===== src/rtl/pong_pkg.sv =====
// Shared definitions for the pong match controller and the ball/paddle game engine.
// Holds the controller state codes, serve directions and the score/period widths.
package pong_pkg;

  localparam int unsigned ScoreW  = 4;
  localparam int unsigned PeriodW = 17;

  typedef logic [2:0] state_t;

  localparam state_t StIdle  = 3'd0;
  localparam state_t StDelay = 3'd1;
  localparam state_t StPlay  = 3'd2;
  localparam state_t StPoint = 3'd3;
  localparam state_t StOver  = 3'd4;

  localparam logic DIR_A = 1'b0;
  localparam logic DIR_B = 1'b1;

endpackage


===== src/rtl/pong_ball_speed.sv =====
// Ball step period tracker: restarts at the base period for every serve and
// shortens by a fixed step after each group of paddle hits, never going below the floor.
module pong_ball_speed
  import pong_pkg::*;
#(
  parameter int unsigned BASE_BALL_PERIOD = 91071,
  parameter int unsigned MIN_BALL_PERIOD  = 30000,
  parameter int unsigned SPEED_STEP       = 4096,
  parameter int unsigned HITS_PER_STEP    = 4
) (
  input  logic               clk_i,
  input  logic               rst_ni,
  input  logic               load_base_i,
  input  logic               hit_i,
  output logic [PeriodW-1:0] period_o
);

  localparam int unsigned HitW = (HITS_PER_STEP > 1) ? $clog2(HITS_PER_STEP) : 1;

  localparam logic [PeriodW-1:0] BaseP = PeriodW'(BASE_BALL_PERIOD);
  localparam logic [PeriodW-1:0] MinP  = PeriodW'(MIN_BALL_PERIOD);
  localparam logic [PeriodW-1:0] StepP = PeriodW'(SPEED_STEP);
  localparam logic [HitW-1:0]    LastHit = HitW'(HITS_PER_STEP - 1);

  logic [HitW-1:0]    hits_q, hits_d;
  logic [PeriodW-1:0] period_q, period_d;
  logic [PeriodW-1:0] headroom;

  always_comb begin
    hits_d   = hits_q;
    period_d = period_q;
    // Only meaningful when period_q > MinP; the compare below guards the underflow case.
    headroom = period_q - MinP;
    if (load_base_i) begin
      hits_d   = '0;
      period_d = BaseP;
    end else if (hit_i) begin
      if (hits_q == LastHit) begin
        hits_d   = '0;
        period_d = ((period_q > MinP) && (headroom > StepP)) ? (period_q - StepP) : MinP;
      end else begin
        hits_d = hits_q + HitW'(1);
      end
    end
  end

  always_ff @(posedge clk_i) begin
    if (!rst_ni) begin
      hits_q   <= '0;
      period_q <= BaseP;
    end else begin
      hits_q   <= hits_d;
      period_q <= period_d;
    end
  end

  assign period_o = period_q;

endmodule


===== src/rtl/pong_match_controller.sv =====
// Pong match sequencer: attract, serve delay, rally, point scoring and game over.
// Drives the engine's ball enable, serve strobe/direction and ball step period.
module pong_match_controller
  import pong_pkg::*;
#(
  parameter int unsigned WIN_SCORE          = 11,
  parameter int unsigned SERVE_DELAY_CYCLES = 67108864,
  parameter int unsigned BASE_BALL_PERIOD   = 91071,
  parameter int unsigned MIN_BALL_PERIOD    = 30000,
  parameter int unsigned SPEED_STEP         = 4096,
  parameter int unsigned HITS_PER_STEP      = 4
) (
  input  logic               SYSTEM_CLOCK,
  input  logic               RESET_N,
  input  logic               START,
  input  logic               HIT_A,
  input  logic               HIT_B,
  input  logic               MISS_A,
  input  logic               MISS_B,
  output logic               BALL_ENABLE,
  output logic               SERVE,
  output logic               SERVE_DIR,
  output logic [PeriodW-1:0] BALL_PERIOD,
  output logic [ScoreW-1:0]  SCORE_A,
  output logic [ScoreW-1:0]  SCORE_B,
  output logic               GAME_OVER,
  output logic               WINNER,
  output logic [2:0]         STATE
);

  localparam int unsigned CntW = (SERVE_DELAY_CYCLES > 1) ? $clog2(SERVE_DELAY_CYCLES) : 1;

  localparam logic [CntW-1:0]   DelayLoad = CntW'(SERVE_DELAY_CYCLES - 1);
  localparam logic [ScoreW-1:0] WinS      = ScoreW'(WIN_SCORE);

  state_t            state_q, state_d;
  logic [CntW-1:0]   cnt_q, cnt_d;
  logic [ScoreW-1:0] score_a_q, score_a_d, score_b_q, score_b_d;
  logic              dir_q, dir_d;
  logic              winner_q, winner_d;
  logic              serve_q, serve_d;
  logic              start_q;
  logic              start_rise;
  logic              load_base;
  logic              rally_hit;

  assign start_rise = START & ~start_q;
  assign load_base  = (state_q == StDelay) && (cnt_q == '0);
  // A miss in the same cycle wins over the hit.
  assign rally_hit  = (state_q == StPlay) && (HIT_A | HIT_B) && !(MISS_A | MISS_B);

  always_comb begin
    state_d   = state_q;
    cnt_d     = cnt_q;
    score_a_d = score_a_q;
    score_b_d = score_b_q;
    dir_d     = dir_q;
    winner_d  = winner_q;
    serve_d   = 1'b0;
    unique case (state_q)
      StIdle, StOver: begin
        if (start_rise) begin
          score_a_d = '0;
          score_b_d = '0;
          dir_d     = DIR_B;
          cnt_d     = DelayLoad;
          state_d   = StDelay;
        end
      end
      StDelay: begin
        if (cnt_q == '0) begin
          serve_d = 1'b1;
          state_d = StPlay;
        end else begin
          cnt_d = cnt_q - CntW'(1);
        end
      end
      StPlay: begin
        if (MISS_A) begin
          score_b_d = score_b_q + ScoreW'(1);
          dir_d     = DIR_A;
          state_d   = StPoint;
        end else if (MISS_B) begin
          score_a_d = score_a_q + ScoreW'(1);
          dir_d     = DIR_B;
          state_d   = StPoint;
        end
      end
      StPoint: begin
        if (score_a_q == WinS) begin
          winner_d = DIR_A;
          state_d  = StOver;
        end else if (score_b_q == WinS) begin
          winner_d = DIR_B;
          state_d  = StOver;
        end else begin
          cnt_d   = DelayLoad;
          state_d = StDelay;
        end
      end
      default: state_d = StIdle;
    endcase
  end

  always_ff @(posedge SYSTEM_CLOCK) begin
    if (!RESET_N) begin
      state_q   <= StIdle;
      cnt_q     <= '0;
      score_a_q <= '0;
      score_b_q <= '0;
      dir_q     <= 1'b0;
      winner_q  <= 1'b0;
      serve_q   <= 1'b0;
      start_q   <= 1'b1;  // a button held through reset must not start a match
    end else begin
      state_q   <= state_d;
      cnt_q     <= cnt_d;
      score_a_q <= score_a_d;
      score_b_q <= score_b_d;
      dir_q     <= dir_d;
      winner_q  <= winner_d;
      serve_q   <= serve_d;
      start_q   <= START;
    end
  end

  pong_ball_speed #(
    .BASE_BALL_PERIOD (BASE_BALL_PERIOD),
    .MIN_BALL_PERIOD  (MIN_BALL_PERIOD),
    .SPEED_STEP       (SPEED_STEP),
    .HITS_PER_STEP    (HITS_PER_STEP)
  ) u_ball_speed (
    .clk_i       (SYSTEM_CLOCK),
    .rst_ni      (RESET_N),
    .load_base_i (load_base),
    .hit_i       (rally_hit),
    .period_o    (BALL_PERIOD)
  );

  // The serve cycle recentres the ball, so the engine is released one cycle later.
  assign BALL_ENABLE = (state_q == StPlay) && !serve_q;
  assign SERVE       = serve_q;
  assign SERVE_DIR   = dir_q;
  assign SCORE_A     = score_a_q;
  assign SCORE_B     = score_b_q;
  assign GAME_OVER   = (state_q == StOver);
  assign WINNER      = winner_q;
  assign STATE       = state_q;

endmodule


===== config.mk =====
export PLATFORM = sky130hd
export DESIGN_NAME = pong_match_controller
export DESIGN_NICKNAME = d
export VERILOG_FILES = /design/src/rtl/pong_pkg.sv /design/src/rtl/pong_ball_speed.sv /design/src/rtl/pong_match_controller.sv
export SDC_FILE = /design/constraint.sdc
export NUM_CORES = 1
export LEC_CHECK = 0
export ABC_AREA = 1
export CORE_UTILIZATION = 40
export CTS_CLUSTER_SIZE = 12
export DETAILED_ROUTE_END_ITERATION = 16
export HOLD_SLACK_MARGIN = 0.08
export PLACE_DENSITY_LB_ADDON = 0.1
export SLEW_MARGIN = 10
export SYNTH_ARGS = -nofsm -noshare
export SYNTH_HDL_FRONTEND = slang
export SYNTH_SLANG_ARGS = --single-unit

===== constraint.sdc =====
create_clock -name SYSTEM_CLOCK -period 2.2 [get_ports SYSTEM_CLOCK]
set_clock_uncertainty 0.15 [all_clocks]
set_input_delay 0.44 -clock SYSTEM_CLOCK [delete_from_list [all_inputs] [get_ports SYSTEM_CLOCK]]
set_output_delay 0.44 -clock SYSTEM_CLOCK [all_outputs]
set_load 0.03 [all_outputs]

; After elaboration in Yosys (flattened, before gate mapping)
; Index checks and enable logic that the tools add are counted.
[word_totals]
ff_bits = 60
latchBits = 0
ram_bits = 0
rom_bits = 0
in_bits = 7
word_cells = 88
mem_count = 0
[classes]
n_addsub = 6
mul = 0
n_div = 0
magnitude_cmp = 2
eq_ne = 16
shift = 0
n_mux = 27
n_bitwise = 5
n_reduce_logical = 22
[ops]
columns = op, n
row1 = 2-to-1 mux 26 bit, 4
row2 = one-hot mux 26 bit (3 select lines), 1
row3 = logical NOT 26 bit, 1
row4 = "subtractor 26 x 1 -> 26 bit, second input constant", 1
row5 = 2-to-1 mux 3 bit, 6
row6 = "> comparator 17 x 13 -> 1 bit, second input constant", 1
row7 = "> comparator 17 x 15 -> 1 bit, second input constant", 1
row8 = 2-to-1 mux 17 bit, 1
row9 = "subtractor 17 x 13 -> 17 bit, second input constant", 1
row10 = "subtractor 17 x 15 -> 17 bit, second input constant", 1
row11 = 2-to-1 mux 4 bit, 4
row12 = one-hot mux 4 bit (2 select lines), 2
row13 = "!= test 2 bit, second input constant", 7
row14 = one-hot mux 3 bit (4 select lines), 1
row15 = AND reduction 3 bit, 3
row16 = "adder 4 x 1 -> 4 bit, second input constant", 2
row17 = "equality test 4 bit, second input constant", 2
row18 = "equality test 3 x 2 -> 1 bit, second input constant", 2
row19 = 2-to-1 mux 1 bit, 6
row20 = AND reduction 2 bit, 3
row21 = logical AND 1 bit, 5
row22 = AND reduction 5 bit, 1
row23 = AND reduction 4 bit, 1
row24 = nonzero test 2 bit, 2
row25 = other kinds (15), 19

; Logic depth before layout (Yosys ltp)
; Gate-level depths: netlist of the first run.
[depth]
depth_word = 4
ltp_mapped = 13

; Hierarchy
; A second synthesis of the first run with hierarchy kept.
[hier_totals]
hier_cells = 549
area_unflattened_um2 = 3458.3
[modules_own_cells]
columns = mod, n_inst, cells_each, area_each_um2
row1 = pong_match_controller, 1, 430, 2653.8
row2 = pong_ball_speed, 1, 119, 804.5

; Least setup slack after synthesis of the first run
; Ideal clock, no wire load.
[synth_timing]
path_kind = register to register
from = register u_ball_speed.period_q[9], in the netlist u_ball_speed.period_o[9]
to = register u_ball_speed.period_q[9], in the netlist u_ball_speed.period_o[9]
setup_time_ns = 0.117
arrival_time_ns = 1.896
required_time_ns = 1.933
setup_slack_ns = 0.038
stages_incl_launch_ff = 13
synth_period_minus_slack_ns = 2.162
path_cell_list = dfxtp_1 -> inv_1 -> ha_1 -> nand2_1 -> nand2_1 -> nand3_1 -> nand2_1 -> nor2_1 -> nand2_1 -> o21ai_1 -> nand2_1 -> nand2_1 -> nand2_1
[synth_between]
elab_chain_len = 4
elab_cells_between_ends = 6
classes_between = 2 x add/sub / 2 x order compare / 1 x mux / 1 x reduce/logical
[synth_lines]
columns = item, line
row1 = start: declaration, pong_ball_speed.sv:26  ; logic [PeriodW-1:0] period_q, period_d;
row2 = start signal: assignment, pong_ball_speed.sv:50  ; period_q <= BaseP;
row3 = start signal: assignment, pong_ball_speed.sv:53  ; period_q <= period_d;
row4 = subtractor 17 x 15 -> 17 bit, pong_ball_speed.sv:33  ; headroom = period_q - MinP;
row5 = > comparator 17 x 13 -> 1 bit, pong_ball_speed.sv:40  ; period_d = ((period_q > MinP) && (headroom > StepP)) ? (period_q - StepP) : MinP;
row6 = logical AND 1 bit, pong_ball_speed.sv:40
row7 = 2-to-1 mux 17 bit (*), pong_ball_speed.sv:40
; Mark *: on every way between the ends. The rest lies on a longest branch, timed or not.
; A chain may end at the register's enable or synchronous reset.

; Final worst setup path of the first run
[layout_timing]
from = register state_q[1], in the netlist STATE[1]
to = output STATE[1]
[layout_rtl]
columns = item, line
row1 = start: declaration, pong_match_controller.sv:36  ; state_t state_q, state_d;
row2 = start signal: assignment, pong_match_controller.sv:107  ; state_q <= StIdle;
row3 = start signal: assignment, pong_match_controller.sv:116  ; state_q <= state_d;
row4 = end: declaration, pong_match_controller.sv:28  ; output logic [2:0] STATE
; No word-level cell between the ends.

==> impl_metrics.py, run 1 <==
metrics = {
    "cells_and_area": {
        "n_antenna_cell": 0,
        "post-route-cell-area_um2": 3950,
        "area_delta_synth_final_pct": 16.6,
        "drive_above_1_share_pct": 15.6,
        "final_nets": 563,
    },
    "worst_setup_path": {
        "crit_buf_inv": 2,
        "r2r_setup_slack_ns": 0.25,
        "r2r_start": "u_ball_speed.period_o[9]",
        "slowest_delay_ns": 0.66,
        "worst-setup-path-type": "reg2out",
        "critical_path_required_ns": 1.61,
        "cp_data_arrival_time_ns": 1.50,
        "path_delay_family": "buffers and inverters",
        "cpMaxStageDelayCell": "clkdlybuf4s50_1",
        "crit_chain": "buf_4 -> clkdlybuf4s50_1",
        "cp-end-kind": "primary output",
        "r2r_end": "u_ball_speed.period_o[9]",
        "rr_worst_depth": 13,
        "critPathMaxFanout": 3,
        "startpoint_type": "flop",
        "crit_cells": 2,
    },
    "clocking": {
        "clock_path_buffers": 2,
        "cts_sinks": 51,
        "cts_root_buffer": "clkbuf_8",
        "clk_latency_ns": 0.31,
        "tritoncts": "yes",
        "htreeDepth": 2,
        "path_clk_slew_ns": 0.10,
        "cts_buffers": 5,
        "postCtsSetupRepairBufs": 0,
    },
    "yosys": {
        "synth_cell_types": 41,
        "synth_xor_xnor_area_share_pct": 1.03,
        "synth_commonest_cells": "nand2_1, dfxtp_1, nor2_1",
        "yosys_warnings": 0,
        "netlist_top_cells_area": "dfxtp_1, nand2_1, nand3_1",
        "synth_mux_area_share_pct": 0,
        "netlist.area_leader.share_pct": 30.1,
        "synth.most_common_cell": "nand2_1",
        "synth-seq-cells": 51,
        "synth-simple-area-share_pct": 42.4,
        "yosys.area.top_type": "dfxtp_1",
        "synthAdderAreaFrac_pct": 4.06,
        "synthesis.area_um2": 3390,
        "async_flop_share_pct": 0,
        "yosysSeqAreaShare_pct": 30.1,
        "synth_top_family_by_area": "simple AND/OR/NAND/NOR gates",
        "postSynthAreaPerCell_um2": 6.66,
        "synth_compound_area_share_pct": 11.8,
        "synthFlopType": "dfxtp_1",
        "synth_edf_count": 0,
        "netlist_instances": 509,
    },
    "placement": {
        "finalWeightedCongestion": 0.916,
        "place_ws_ns": 0.109,
        "dp_hpwl_um": 5650,
        "port_buffers": 37,
        "dpl_cell_area_um2": 3830,
    },
    "timing": {
        "post-route-period-util_pct": 95.1,
        "final_hold_viol_count": 0,
        "final.min_clock_period_ns": 2.09,
        "setup_ws_ns": 0.108,
        "setup_viol": 0,
        "hold_ws_ns": 0.321,
        "fmax_mhz": 478,
        "slew_violations": 0,
        "rsz0062_at_grt": "no",
        "finalSetupTns_ns": 0,
    },
    "route": {
        "drt-pass1-iter-count": 4,
        "vias": 3129,
        "drc": 0,
        "dr.first_iter.drc_count": 72,
        "wl_per_cell_um": 11.5,
        "via_per_inst": 4.81,
        "antenna_left": 0,
        "drt-total-wl_um": 7490,
    },
    "global_routing": {
        "grt.overflow.total": 0,
        "antenna_found_initial": 0,
        "grt_use_met3_pct": 2.99,
        "grtUsageTotal_pct": 19.1,
        "grtUsageMet2_pct": 33.6,
        "grtUsageMet1_pct": 24.5,
        "busiest_layer": "met2",
        "grt_max_degree": 26,
        "grt_pass1_wl_um": 13600,
        "first_global_vias": 3039,
    },
    "pwr": {
        "p_total_uw": 4370,
        "p_leak_uw": 0.00169,
        "peakVddDrop_mv": 0.513,
        "p_per_area_nw_per_um2": 1110,
    },
    "min_path": {
        "worstHoldStart": "u_ball_speed.hits_q[1]",
        "hold_depth": 2,
        "hp-class": "reg2reg",
        "whs_endpoint": "u_ball_speed.hits_q[1]",
    },
    "floorplanning": {
        "die_area_um2": 8840,
        "core_area_um2": 8220,
        "initial_core_util_pct": 41.2,
        "die_y_um": 94.0,
        "fp.dieW_um": 94.0,
        "pin_count": 40,
        "rows": 33,
    },
    "flow_run": {
        "cap_violations": 0,
    },
    "outcome": {
        "status": "finished clean",
    },
}
## sequential cells by signal, summed over array words and instances (netlist names), 2 cells and up
register               flops
SCORE_B                    4
u_ball_speed.period_o      8
u_ball_speed.hits_q        2
SCORE_A                    4
cnt_q                     26
STATE                      3
## metrics by stage
stage | util, % | cells
detailed placement | 46.6 | 643
global placement | 46.6 | 643
global route | 48.1 | 651
floorplan | - | 510
CTS | 48.0 | 651
finish | 48.1 | 651
## cell type report
cell class / count / area [um^2]
Clock buffer: 5 / 68.8
Tap cell: 105 / 131
Inverter: 55 / 209
Timing Repair Buffer: 46 / 452
Clock inverter: 3 / 46.3
Multi-Input combinational cell: 386 / 2020
Fill cell: 853 / 4270
Sequential cell: 51 / 1020
## routing by layer
| layer | up-vias | wire length, um |
|---|---|---|
| met2 | 40 | 3550 |
| met4 | 0 | 61 |
| li1 | 1681 | - |
| met3 | 6 | 198 |
| met1 | 1402 | 3670 |
| met5 | - | 0 |
## logic make-up after synthesis
family                   count (synthesis)
AO/OA/AOI/OAI                           64
XOR/XNOR                                 4
adder cells (fa/ha/maj)                 11
buffers and inverters                   73
flip-flops                              51
other                                    1
AND/OR/NAND/NOR                        305
## cells in the final DEF (no fill, tap or decap), drive strengths merged, types with 2 or more instances in the layout
cell type / count
a211oi: 3
a21oi: 41
buf: 9
clkbuf: 5
clkdlybuf4s50: 35
conb: 2
dfxtp: 51
dlygate4sd2: 2
ha: 11
inv: 55
nand2: 160
nand3: 50
nand3b: 4
nand4: 6
nor2: 59
nor3: 9
o21ai: 19
or2: 14
xor2: 3
## power breakdown
group          switching [uW]  total [uW]  internal, uW
combinational            1500        2320           826
sequential                245        1370          1130
clock                     332         676           343
## tightest hold or removal path: cells and delay by family (launching register included)
kind | cells | cell delay, ns
flip-flops | 1 | 0.32
AND/OR/NAND/NOR | 1 | 0.06
AO/OA/AOI/OAI | 1 | 0.05
## repair_timing
action                                  in CTS  in global routing
hold buffers                                 0                  0
resized for setup                            2                  3
endpoints found under the setup margin       2                  9
pin swaps                                    0                  0
## worst max-delay path by stage
stage                                   startpoint                       end
after floorplan           u_ball_speed.period_o[9]  u_ball_speed.period_o[9]
after global placement                       START                SCORE_A[3]
after detailed placement                     START                  cnt_q[7]
after CTS                 u_ball_speed.period_o[8]            BALL_PERIOD[5]
after global routing      u_ball_speed.period_o[9]  u_ball_speed.period_o[9]
final                                     STATE[1]                  STATE[1]
Power figures use the tool's default switching activity.
==> run 2, diff against run 1 <==
--- a/config.mk
+++ b/config.mk
@@ -6,7 +6,7 @@
 export NUM_CORES = 1
 export LEC_CHECK = 0
 export ABC_AREA = 1
-export CORE_UTILIZATION = 40
+export CORE_UTILIZATION = 56
 export CTS_CLUSTER_SIZE = 12
 export DETAILED_ROUTE_END_ITERATION = 16
 export HOLD_SLACK_MARGIN = 0.08
==> constraint.sdc (replaced) <==
create_clock -name SYSTEM_CLOCK -period 2.22 [get_ports SYSTEM_CLOCK]
set_clock_uncertainty 0.15 [all_clocks]
set_input_delay 0.444 -clock SYSTEM_CLOCK [delete_from_list [all_inputs] [get_ports SYSTEM_CLOCK]]
set_output_delay 0.444 -clock SYSTEM_CLOCK [all_outputs]
set_load 0.03 [all_outputs]
==> run 2 against run 1 <==
Net effect: non-clock buffer count shrank 2; total power down 1.7%; highest routed layer unchanged; sequential share of layout area is 0.48 points higher; global-route usage grew 6.2 points; register-to-register slack worse by 0.03 ns; count of clock-buffer cells in the layout increased by 1; setup slack worse by 0.0011 ns; utilization grew 20 points; critical path depth increased by 3.
==> impl_metrics.py, run 2 (synthesis gave the netlist of run 1 again) <==
metrics = {
    "clocking": {
        "clock_path_buffers": 2,
        "cts_sinks": 51,
        "cts_buffers": 5,
        "tritoncts": "yes",
        "cts_root_buffer": "clkbuf_8",
        "holdBufCountCts": 0,
        "path_clk_slew_ns": 0.10,
        "postCtsSetupRepairBufs": 0,
        "htreeDepth": 2,
        "clk_latency_ns": 0.31,
    },
    "global_routing": {
        "grt_max_degree": 26,
        "grtUsageTotal_pct": 25.2,
        "grt_pass1_wl_um": 12900,
        "first_global_vias": 2967,
        "antenna_found_initial": 0,
        "grt.overflow.total": 0,
    },
    "worst_setup_path": {
        "cpMaxStageDelayCell": "dfxtp_1",
        "startpoint_type": "flop",
        "worst-setup-path-type": "reg2out",
        "cp_data_arrival_time_ns": 1.52,
        "r2r_start": "cnt_q[0]",
        "cp-end-kind": "primary output",
        "slowest_delay_ns": 0.46,
        "critical_path_required_ns": 1.63,
        "crit_chain": "nand2_1 -> inv_2 -> nand2_4 -> nor2_1 -> dlygate4sd2_1",
        "critPathMaxFanout": 7,
        "crit_start": "STATE[1]",
    },
    "route": {
        "drt-total-wl_um": 7400,
        "via_per_inst": 5.17,
        "drt-pass1-iter-count": 4,
        "route.met3.wl_um": 288,
        "drc": 0,
        "antenna_left": 0,
        "dr.first_iter.drc_count": 119,
        "wl_per_cell_um": 12.0,
        "top_layer": "met4",
        "vias": 3185,
        "drt-met1-wl_um": 3550,
        "wl_met2_um": 3500,
    },
    "cells_and_area": {
        "final_cell_mix": "nand2_1, dfxtp_1, nor2_1",
        "regMostFlops": "cnt_q",
        "multiInputGateArea_um2": 2020,
        "n_antenna_cell": 0,
        "largest_reg_flops": 26,
        "ff_latch_area_um2": 1020,
        "area_delta_synth_final_pct": 14.3,
        "nFillCells": 512,
        "final_common_cell": "nand2_1",
        "drive_above_1_share_pct": 14.7,
        "final_nets": 561,
    },
    "pwr": {
        "p_leak_uw": 0.00168,
        "combPwrFrac_pct": 53.2,
        "p_clk_share_pct": 15.2,
        "p_per_area_nw_per_um2": 1110,
        "switching_share_pct": 47.4,
        "internal-power_uw": 2260,
        "p_switching_uw": 2040,
        "pwr-share-seq_pct": 31.6,
        "peakVddDrop_mv": 0.701,
    },
    "floorplanning": {
        "core_area_um2": 5680,
        "fp.dieW_um": 79.8,
        "initial_core_util_pct": 59.7,
        "die_area_um2": 6370,
        "rows": 27,
        "pin_count": 40,
        "die_y_um": 79.8,
    },
    "flow_run": {
        "cap_violations": 0,
    },
    "timing": {
        "rsz0062_at_grt": "no",
        "setup_viol": 0,
        "post-route-period-util_pct": 95.2,
        "finalSetupTns_ns": 0,
        "hold_ws_ns": 0.320,
        "final.min_clock_period_ns": 2.11,
        "fmax_mhz": 473,
        "final_hold_viol_count": 0,
        "slew_violations": 0,
    },
    "outcome": {
        "status": "finished clean",
    },
    "placement": {
        "dp_hpwl_um": 5570,
        "port_buffers": 37,
        "finalWeightedCongestion": 0.921,
    },
    "min_path": {
        "hp-class": "reg2reg",
        "worstHoldStart": "SERVE_DIR",
    },
}
run 2: changes by cell type in the layout (fill, tap and decap cells not counted), sizes merged:
cell      delta
buf          -2
clkbuf       +1
clkinvlp     -1
run 2: layout make-up:
cell class / instances / area share, %
Multi-Input combinational cell: 386 / 52.1
Sequential cell: 51 / 26.4
Timing Repair Buffer: 44 / 10.9
Inverter: 55 / 5.39
Tap cell: 72 / 2.33
Clock buffer: 6 / 1.87
Clock inverter: 2 / 1.00
run 2: critical path, delay by kind of cell, from the launching register on:
family                 cells  cell delay, ns
buffers and inverters      2            0.48
DFF                        1            0.46
and+or+nand+nor            3            0.27
run 2: metrics by stage:
| stage | instances | setup WS, ns | instance area, um^2 | power, uW | util (%) |
|---|---|---|---|---|---|
| floorplan | 510 | 0.0576 | 3390 | 3250 | - |
| global placement | 608 | 0.114 | 3760 | 3560 | 66.3 |
| detailed placement | 608 | 0.0907 | 3760 | 3650 | 66.3 |
| CTS | 616 | 0.101 | 3870 | 4300 | 68.2 |
| global route | 616 | 0.0133 | 3870 | 4720 | 68.3 |
| finish | 616 | 0.107 | 3870 | 4300 | 68.3 |
run 2: final timing paths:
kind,end,slack [ns],depth (start not counted)
setup / recovery,BALL_ENABLE,0.11,5
hold / removal,SERVE_DIR,0.32,2
hold reg to reg,SERVE_DIR,0.32,2
setup reg to reg,cnt_q[15],0.22,9
run 2: timing repair:
| action | 4_1_cts | 5_1_grt |
|---|---|---|
| endpoints found under the setup margin | 2 | 20 |
| gates resized for setup | 2 | 1 |
| pin swaps | 0 | 0 |
run 2: per-layer routing:
metal	vias to the layer above	track usage, %
met4	0	6.43
met1	1436	32.8
met2	61	43.1
li1	1683	-
met5	-	0
met3	5	4.34
run 2: power groups by stage:
stage / clock [uW] / combinational (uW) / sequential [uW]
6_report: 653 / 2290 / 1360
5_1_grt: 710 / 2620 / 1400
4_1_cts: 669 / 2280 / 1360
3_5_place_dp: 0 / 2270 / 1370
3_3_place_gp: 0 / 2200 / 1370
2_1_floorplan: 0 / 1900 / 1350
==> run 3, diff against run 2 <==
--- a/config.mk
+++ b/config.mk
@@ -7,7 +7,7 @@
 export LEC_CHECK = 0
 export ABC_AREA = 1
 export CORE_UTILIZATION = 56
-export CTS_CLUSTER_SIZE = 12
+export CTS_CLUSTER_SIZE = 14
 export DETAILED_ROUTE_END_ITERATION = 16
 export HOLD_SLACK_MARGIN = 0.08
 export PLACE_DENSITY_LB_ADDON = 0.1
==> results of run 3 <==
The final DEF is identical to that of run 2; final timing and power are the same.
